### src/rtl/mips_pkg.sv
// ============================================================================
// Module      : mips_pkg
// Description : Shared declarations for the MIPS instruction-memory loader:
//               loader state encoding, IM address width default, word width
//               and a big-endian byte placement helper.
// Revision    : 1.0 - initial release
// ============================================================================
`default_nettype none

package mips_pkg;

  localparam int IM_ADDR_W = 10;
  localparam int WORD_W    = 32;

  // ST_CHECK is only reachable when IM_LOADER_CHECKSUM_EN is defined.
  typedef enum logic [1:0] {
    ST_LOAD  = 2'd0,
    ST_WRITE = 2'd1,
    ST_DONE  = 2'd2,
    ST_CHECK = 2'd3
  } ldr_state_e;

  // Merge byte number idx (0 = first = MSB) into a partially built word.
  // Unfilled bytes are known to be zero, so an OR is enough.
  function automatic logic [WORD_W-1:0] place_byte(input logic [WORD_W-1:0] word,
                                                   input logic [1:0]        idx,
                                                   input logic [7:0]        b);
    logic [4:0] sh;
    sh = {~idx, 3'b000};  // 8 * (3 - idx)
    return word | ({24'd0, b} << sh);
  endfunction

endpackage

`default_nettype wire

### src/rtl/byte_packer.sv
// ============================================================================
// Module      : byte_packer
// Description : Collects bytes into a big-endian 32-bit word. Reports when
//               the current push completes a word (4th byte or last byte).
// Ports       : clk, rst_n      - clock, async active-low reset
//               i_push          - a byte is transferred this cycle
//               i_data, i_last  - byte value and end-of-image flag
//               i_clear         - drop the assembled word and byte index
//               o_word_next     - word including the byte on i_data
//               o_complete      - this push closes a word
// Revision    : 1.0 - initial release
// ============================================================================
`default_nettype none

module byte_packer
  import mips_pkg::*;
(
  input  logic              clk,
  input  logic              rst_n,
  input  logic              i_push,
  input  logic [7:0]        i_data,
  input  logic              i_last,
  input  logic              i_clear,
  output logic [WORD_W-1:0] o_word_next,
  output logic              o_complete
);

  logic [1:0]        r_idx;
  logic [WORD_W-1:0] r_word;

  assign o_word_next = place_byte(r_word, r_idx, i_data);
  assign o_complete  = i_push && ((r_idx == 2'd3) || i_last);

  always_ff @(posedge clk or negedge rst_n) begin
    if (!rst_n) begin
      r_idx  <= 2'd0;
      r_word <= '0;
    end else if (i_clear) begin
      r_idx  <= 2'd0;
      r_word <= '0;
    end else if (i_push) begin
      r_idx  <= r_idx + 2'd1;
      r_word <= o_word_next;
    end
  end

endmodule

`default_nettype wire

### src/rtl/im_loader.sv
// ============================================================================
// Module      : im_loader
// Description : Streams a byte image into the instruction memory as
//               big-endian words from address 0 and holds the CPU in reset
//               until the image is complete.
// Ports       : clock, reset (async, active-low), start (restart in DONE)
//               in_valid/in_data/in_last/in_ready - byte stream handshake
//               im_we/im_addr/im_wdata            - IM write port
//               cpu_hold, load_done, word_count, ovf - status
//               chk_err (IM_LOADER_CHECKSUM_EN only) - trailer mismatch
// Config      : IM_LOADER_CHECKSUM_EN - image ends with a 4-byte big-endian
//               trailer holding the modulo-2^32 sum of the written words.
// Revision    : 1.0 - initial release
// ============================================================================
`default_nettype none

module im_loader
  import mips_pkg::*;
#(
  parameter int ADDR_W = IM_ADDR_W
) (
  input  logic              clock,
  input  logic              reset,
  input  logic              start,
  input  logic              in_valid,
  input  logic [7:0]        in_data,
  input  logic              in_last,
  output logic              in_ready,
  output logic              im_we,
  output logic [ADDR_W-1:0] im_addr,
  output logic [WORD_W-1:0] im_wdata,
  output logic              cpu_hold,
  output logic              load_done,
  output logic [ADDR_W:0]   word_count,
  output logic              ovf
`ifdef IM_LOADER_CHECKSUM_EN
  ,
  output logic              chk_err
`endif
);

  ldr_state_e        r_state;
  logic [ADDR_W-1:0] r_addr;
  logic [ADDR_W:0]   r_count;
  logic              r_in_ready;
  logic              r_im_we;
  logic [ADDR_W-1:0] r_im_addr;
  logic [WORD_W-1:0] r_im_wdata;
  logic              r_cpu_hold;
  logic              r_load_done;
  logic              r_ovf;
  logic              r_close_last;
`ifdef IM_LOADER_CHECKSUM_EN
  logic [WORD_W-1:0] r_sum;
  logic [WORD_W-1:0] r_trailer;
  logic              r_chk_err;
`endif

  logic              w_xfer;
  logic              w_complete;
  logic              w_clear;
  logic              w_full;
  logic [WORD_W-1:0] w_word_next;

  assign w_xfer  = in_valid && r_in_ready;
  assign w_clear = (r_state != ST_LOAD);
  // Count has one extra bit; its MSB set means all 2**ADDR_W words are used.
  assign w_full  = r_count[ADDR_W];

  byte_packer u_packer (
    .clk         (clock),
    .rst_n       (reset),
    .i_push      (w_xfer),
    .i_data      (in_data),
    .i_last      (in_last),
    .i_clear     (w_clear),
    .o_word_next (w_word_next),
    .o_complete  (w_complete)
  );

  always_ff @(posedge clock or negedge reset) begin
    if (!reset) begin
      r_state      <= ST_LOAD;
      r_addr       <= '0;
      r_count      <= '0;
      r_in_ready   <= 1'b1;
      r_im_we      <= 1'b0;
      r_im_addr    <= '0;
      r_im_wdata   <= '0;
      r_cpu_hold   <= 1'b1;
      r_load_done  <= 1'b0;
      r_ovf        <= 1'b0;
      r_close_last <= 1'b0;
`ifdef IM_LOADER_CHECKSUM_EN
      r_sum        <= '0;
      r_trailer    <= '0;
      r_chk_err    <= 1'b0;
`endif
    end else begin
      case (r_state)
        ST_LOAD: begin
          if (w_complete) begin
            r_in_ready   <= 1'b0;
            r_close_last <= in_last;
`ifdef IM_LOADER_CHECKSUM_EN
            if (in_last) begin
              r_state   <= ST_CHECK;
              r_trailer <= w_word_next;
            end else
`endif
            begin
              r_state <= ST_WRITE;
              // Write strobe is set up on the transfer edge so it is a
              // clean register output during the WRITE cycle.
              if (!w_full) begin
                r_im_we    <= 1'b1;
                r_im_addr  <= r_addr;
                r_im_wdata <= w_word_next;
              end
            end
          end
        end

        ST_WRITE: begin
          r_im_we <= 1'b0;
          // r_im_we doubles as "this word was actually stored".
          if (r_im_we) begin
            r_addr  <= r_addr + {{(ADDR_W-1){1'b0}}, 1'b1};
            r_count <= r_count + {{ADDR_W{1'b0}}, 1'b1};
`ifdef IM_LOADER_CHECKSUM_EN
            r_sum   <= r_sum + r_im_wdata;
`endif
          end else begin
            r_ovf <= 1'b1;
          end
          if (r_close_last) begin
            r_state     <= ST_DONE;
            r_cpu_hold  <= 1'b0;
            r_load_done <= 1'b1;
          end else begin
            r_state    <= ST_LOAD;
            r_in_ready <= 1'b1;
          end
        end

`ifdef IM_LOADER_CHECKSUM_EN
        ST_CHECK: begin
          r_chk_err   <= (r_sum != r_trailer);
          r_state     <= ST_DONE;
          r_cpu_hold  <= 1'b0;
          r_load_done <= 1'b1;
        end
`endif

        ST_DONE: begin
          if (start) begin
            r_state     <= ST_LOAD;
            r_in_ready  <= 1'b1;
            r_cpu_hold  <= 1'b1;
            r_load_done <= 1'b0;
            r_addr      <= '0;
            r_count     <= '0;
            r_ovf       <= 1'b0;
`ifdef IM_LOADER_CHECKSUM_EN
            r_sum       <= '0;
            r_chk_err   <= 1'b0;
`endif
          end
        end

        default: begin
          r_state    <= ST_LOAD;
          r_in_ready <= 1'b1;
          r_im_we    <= 1'b0;
        end
      endcase
    end
  end

  assign in_ready   = r_in_ready;
  assign im_we      = r_im_we;
  assign im_addr    = r_im_addr;
  assign im_wdata   = r_im_wdata;
  assign cpu_hold   = r_cpu_hold;
  assign load_done  = r_load_done;
  assign word_count = r_count;
  assign ovf        = r_ovf;
`ifdef IM_LOADER_CHECKSUM_EN
  assign chk_err    = r_chk_err;
`endif

endmodule

`default_nettype wire

### config.mk
export PLATFORM = sky130hd
export DESIGN_NAME = im_loader
export DESIGN_NICKNAME = d
export VERILOG_FILES = /design/src/rtl/mips_pkg.sv /design/src/rtl/byte_packer.sv /design/src/rtl/im_loader.sv
export SDC_FILE = /design/constraint.sdc
export NUM_CORES = 1
export LEC_CHECK = 0
export ABC_AREA = 1
export CAP_MARGIN = 15
export CORE_MARGIN = 5
export CORE_UTILIZATION = 45
export CTS_CLUSTER_DIAMETER = 50
export DETAILED_ROUTE_END_ITERATION = 7
export PLACE_DENSITY = 0.76
export SKIP_CTS_REPAIR_TIMING = 1
export SYNTH_ARGS = -nofsm -noshare
export SYNTH_HDL_FRONTEND = slang
export SYNTH_HIERARCHICAL = 1
export SYNTH_SLANG_ARGS = --single-unit
### constraint.sdc
create_clock -name clock -period 1.7 [get_ports clock]
set_clock_uncertainty 0.15 [all_clocks]
set_input_delay 0.34 -clock clock [delete_from_list [all_inputs] [get_ports clock]]
set_output_delay 0.34 -clock clock [all_outputs]
set_load 0.05 [all_outputs]
==> flow_summary.html <==
<table>
<tr><th>Metric</th><th>Value</th></tr>
<tr><th colspan="2">Synth</th></tr>
<tr><td>Yosys cell types</td><td>29</td></tr>
<tr><td>Share of synthesized area occupied by flip-flops and latches</td><td>0.532</td></tr>
<tr><td>Synthesized flop and latch total</td><td>roughly 110</td></tr>
<tr><td>Syn Inst Count</td><td>roughly 610</td></tr>
<tr><td>Warnings from Yosys</td><td>6</td></tr>
<tr><td>Synthesized cell area</td><td>about 4900 um^2</td></tr>
<tr><td>Average size of a mapped cell</td><td>approximately 8.2 um^2</td></tr>
<tr><td>Post-synth net total</td><td>approximately 620</td></tr>
<tr><th colspan="2">Detailed routing</th></tr>
<tr><td>Number of vias in the routed layout</td><td>around 4500</td></tr>
<tr><td>Post-detailed-routing wire length</td><td>around 13000 um</td></tr>
<tr><td>DRC viols</td><td>0</td></tr>
<tr><td>Routed Antenna Nets</td><td>0</td></tr>
<tr><td>Wire length per cell</td><td>between 15 and 20 um</td></tr>
<tr><td>First-pass iteration count of the detailed router</td><td>5</td></tr>
<tr><td>Violation count after the first detailed-route iteration</td><td>around 420</td></tr>
<tr><td>Vias per inst</td><td>5.33</td></tr>
<tr><th colspan="2">Setup path</th></tr>
<tr><td>Arrival time at the worst endpoint</td><td>1.18 ns</td></tr>
<tr><td>Category of the most critical setup path</td><td>reg2out</td></tr>
<tr><td>Worst-path cell with the longest stage delay</td><td>sky130_fd_sc_hd__dfstp_2</td></tr>
<tr><td>Endpoint required time on the critical path</td><td>about 1.2 ns</td></tr>
<tr><td>Critical path startpoint category</td><td>register</td></tr>
<tr><td>Largest fanout on the critical path</td><td>2</td></tr>
<tr><td>Crit. End Element</td><td>output port</td></tr>
<tr><td>Max incr delay on CP</td><td>~0.55 ns</td></tr>
<tr><td>Combined buffer and inverter count along the critical path</td><td>2</td></tr>
<tr><td>Cell-by-cell listing of the critical path</td><td>buf_4 &gt; buf_12</td></tr>
<tr><td>CP top delay family</td><td>flip-flops</td></tr>
<tr><th colspan="2">GRT</th></tr>
<tr><td>Global-route wire length before repair</td><td>about 21000 um</td></tr>
<tr><td>Gr ovfl total</td><td>0</td></tr>
<tr><td>Via count of the first global-routing pass</td><td>between 4000 and 5000</td></tr>
<tr><td>Total routing usage reported by global routing</td><td>0.200</td></tr>
<tr><td>Largest net degree at the start of global routing</td><td>40</td></tr>
<tr><td>Antenna violations before repair</td><td>0</td></tr>
<tr><th colspan="2">Floorplanning</th></tr>
<tr><td>Chip Height</td><td>115 um</td></tr>
<tr><td>Horizontal die dimension</td><td>about 110 um</td></tr>
<tr><td>Number of top-level design ports</td><td>71</td></tr>
<tr><td>DIE AREA</td><td>approximately 13000 um^2</td></tr>
<tr><td>Std cell rows</td><td>38</td></tr>
<tr><td>Core footprint</td><td>10800 um^2</td></tr>
<tr><td>Initial core utilization</td><td>0.458</td></tr>
<tr><th colspan="2">STA</th></tr>
<tr><td>Number of endpoints with negative hold slack in the final report</td><td>0</td></tr>
<tr><td>Final setup viols</td><td>0</td></tr>
<tr><td>Time the worst path needs with I/O delays and setup</td><td>roughly 1.7 ns</td></tr>
<tr><td>Setup Total Neg Slack</td><td>0 ns</td></tr>
<tr><td>Slew at the pin closest to its max-slew limit</td><td>about 0.42 ns</td></tr>
<tr><td>Top achievable clock speed</td><td>roughly 600 MHz</td></tr>
<tr><td>Setup repair after global routing missed its margin</td><td>yes</td></tr>
<tr><td>Count of pins over their slew limit</td><td>0</td></tr>
<tr><td>Final worst-path cycle share</td><td>0.985</td></tr>
<tr><td>Worst slew margin relative to its limit</td><td>0.719</td></tr>
<tr><th colspan="2">Placement</th></tr>
<tr><td>Final GP Congestion</td><td>approximately 0.83</td></tr>
<tr><td>Half-perimeter wire length after detailed placement</td><td>about 8900 um</td></tr>
<tr><td>Buffers added on ports</td><td>70</td></tr>
<tr><th colspan="2">Finish</th></tr>
<tr><td>Leading cell types in the layout, fill and taps excluded</td><td>170 x sky130_fd_sc_hd__nand2_1, 101 x sky130_fd_sc_hd__dfrtp_1, 87 x sky130_fd_sc_hd__nand3_1</td></tr>
<tr><td>Share of cells above drive strength 1</td><td>0.194</td></tr>
<tr><td>Final cell utilization of the core</td><td>0.632</td></tr>
<tr><td>Final-stage net count</td><td>around 710</td></tr>
<tr><td>Antenna diode instance count</td><td>0</td></tr>
<tr><td>Most common library cell in the layout ignoring fill and taps</td><td>sky130_fd_sc_hd__nand2_1</td></tr>
<tr><td>Synth-to-Final Area Change</td><td>38.0%</td></tr>
<tr><th colspan="2">Min path</th></tr>
<tr><td>Class of the tightest hold or removal check</td><td>in2async</td></tr>
<tr><th colspan="2">Pwr</th></tr>
<tr><td>Leakage</td><td>between 3 and 4 nW</td></tr>
<tr><td>Power per Cell Area</td><td>1780 nW/um^2</td></tr>
<tr><td>IR Drop Worst-Case VDD</td><td>0.000826 V</td></tr>
<tr><th colspan="2">CTS</th></tr>
<tr><td>Clock transition time at the flip-flop clock pins of the worst setup and hold paths</td><td>0.10 ns</td></tr>
<tr><td>CTS tree</td><td>yes</td></tr>
<tr><td>Buffer cell driving the clock tree root</td><td>sky130_fd_sc_hd__clkbuf_8</td></tr>
<tr><td>Worst skew pair latency</td><td>a little under 0.4 ns</td></tr>
<tr><td>TritonCTS Buffers</td><td>9</td></tr>
<tr><td>Number of clock sinks</td><td>~110</td></tr>
<tr><td>Number of H-tree branching levels</td><td>3</td></tr>
<tr><td>Largest buffer count on any clock path</td><td>2</td></tr>
<tr><th colspan="2">Status</th></tr>
<tr><td>Outcome</td><td>complete, no violations</td></tr>
<tr><th colspan="2">Job</th></tr>
<tr><td>Number of max-capacitance violations reported</td><td>0</td></tr>
</table>
## path summary, 6_finish.rpt
kind | start | end | slack (ns) | depth (start not counted)
min | reset | word_count[7]$_DFFE_PN0P_ | 0.27 | 2
min reg2reg | cpu_hold$_DFFE_PN1P_ | cpu_hold$_DFFE_PN1P_ | 0.34 | 2
min in group clock | cpu_hold$_DFFE_PN1P_ | cpu_hold$_DFFE_PN1P_ | 0.34 | 2
max | in_ready$_DFFE_PN1P_ | in_ready | 0.03 | 2
max in group asynchronous | reset | im_wdata[20]$_DFFE_PN0P_ | 0.58 | 3
max reg2reg | in_ready$_DFFE_PN1P_ | im_wdata[25]$_DFFE_PN0P_ | 0.05 | 10
## cell families after synthesis
group	Yosys count	synth area share
AND/OR/NAND/NOR	327	0.281
adder cells (fa/ha/maj)	3	0.00759
buffers and inverters	100	0.102
flip-flops	105	0.532
XOR/XNOR	5	0.00886
AO/OA/AOI/OAI	66	0.0686
## worst reg2reg max path, delay by kind of cell, from the launching register on
| kind | cells | cell delay, ns |
|---|---|---|
| flops | 1 | 0.55 |
| simple gates | 6 | 0.41 |
| buf+inv | 4 | 0.41 |
## cell usage after synthesis
library cell | number | area, um^2
sky130_fd_sc_hd__nand3b_1 | 1 | 7.51
sky130_fd_sc_hd__buf_8 | 4 | 60.1
sky130_fd_sc_hd__xnor2_1 | 2 | 17.5
sky130_fd_sc_hd__buf_4 | 4 | 30.0
sky130_fd_sc_hd__xor2_1 | 3 | 26.3
sky130_fd_sc_hd__clkbuf_1 | 3 | 11.3
sky130_fd_sc_hd__nor3_1 | 2 | 10.0
sky130_fd_sc_hd__nand3_2 | 2 | 20.0
sky130_fd_sc_hd__o21a_1 | 1 | 7.51
sky130_fd_sc_hd__a21oi_2 | 1 | 8.76
sky130_fd_sc_hd__buf_2 | 11 | 55.1
sky130_fd_sc_hd__inv_2 | 5 | 18.8
sky130_fd_sc_hd__nand3_1 | 87 | 435
sky130_fd_sc_hd__buf_6 | 5 | 56.3
sky130_fd_sc_hd__a21oi_1 | 25 | 125
sky130_fd_sc_hd__nor2_2 | 1 | 6.26
sky130_fd_sc_hd__o31ai_1 | 1 | 7.51
sky130_fd_sc_hd__nand4_1 | 7 | 43.8
sky130_fd_sc_hd__o21ai_0 | 25 | 125
sky130_fd_sc_hd__dfstp_2 | 2 | 52.6
sky130_fd_sc_hd__nor2_1 | 48 | 180
sky130_fd_sc_hd__inv_8 | 2 | 22.5
sky130_fd_sc_hd__inv_1 | 65 | 244
sky130_fd_sc_hd__nand2_2 | 5 | 31.3
sky130_fd_sc_hd__ha_1 | 3 | 37.5
sky130_fd_sc_hd__nand2_1 | 174 | 653
sky130_fd_sc_hd__o21ai_1 | 13 | 65.1
sky130_fd_sc_hd__dfrtp_1 | 103 | 2580
sky130_fd_sc_hd__inv_6 | 1 | 8.76
## layout make-up
| cell class | instances | area [um^2] |
|---|---|---|
| tap | 140 | 175 |
| clock inverter | 3 | 46.3 |
| inverter | 73 | 300 |
| fill | 833 | 3970 |
| clock buffer | 13 | 169 |
| timing repair buffer | 101 | 1650 |
| multi-input combinational | 401 | 1850 |
| sequential | 105 | 2630 |
## registers in the layout, indices dropped and copies added, names as in the netlist
register	count
cpu_hold	1
im_addr	10
im_wdata	32
im_we	1
in_ready	1
load_done	1
ovf	1
r_addr	10
r_close_last	1
r_state	2
u_packer/r_idx	2
u_packer/r_word	32
word_count	11
## metal layers
layer,vias up,part of all wire,global-route usage
met1,2178,0.41,0.249
met3,22,0.063,0.0405
met4,0,0.022,0.0806
li1,2088,-,-
met2,166,0.51,0.340
met5,-,0,0
## power by group
group | leakage (nW) | total, mW | internal (mW) | switching [mW]
registers | 1.41 | 3.97 | 3.21 | 0.752
clock network | 0.106 | 1.68 | 0.809 | 0.873
logic | 1.96 | 6.50 | 2.79 | 3.71
total | 3.48 | 12.1 | 6.81 | 5.34
## through the flow
stage | hold slack (ns) | instances | total power [mW] | setup slack [ns] | area, um^2
after floorplan | -0.106 | 606 | 7.35 | -0.121 | 4990
after global placement | 0.146 | 811 | 10.1 | -0.146 | 6440
after detailed placement | 0.153 | 811 | 10.3 | -0.225 | 6440
after CTS | -0.266 | 827 | 11.9 | 0.0294 | 6650
after global routing | 0.287 | 836 | 12.8 | -0.0264 | 6830
final | 0.269 | 836 | 12.1 | 0.0263 | 6830
Note: power is estimated with default switching activity, not from simulation.
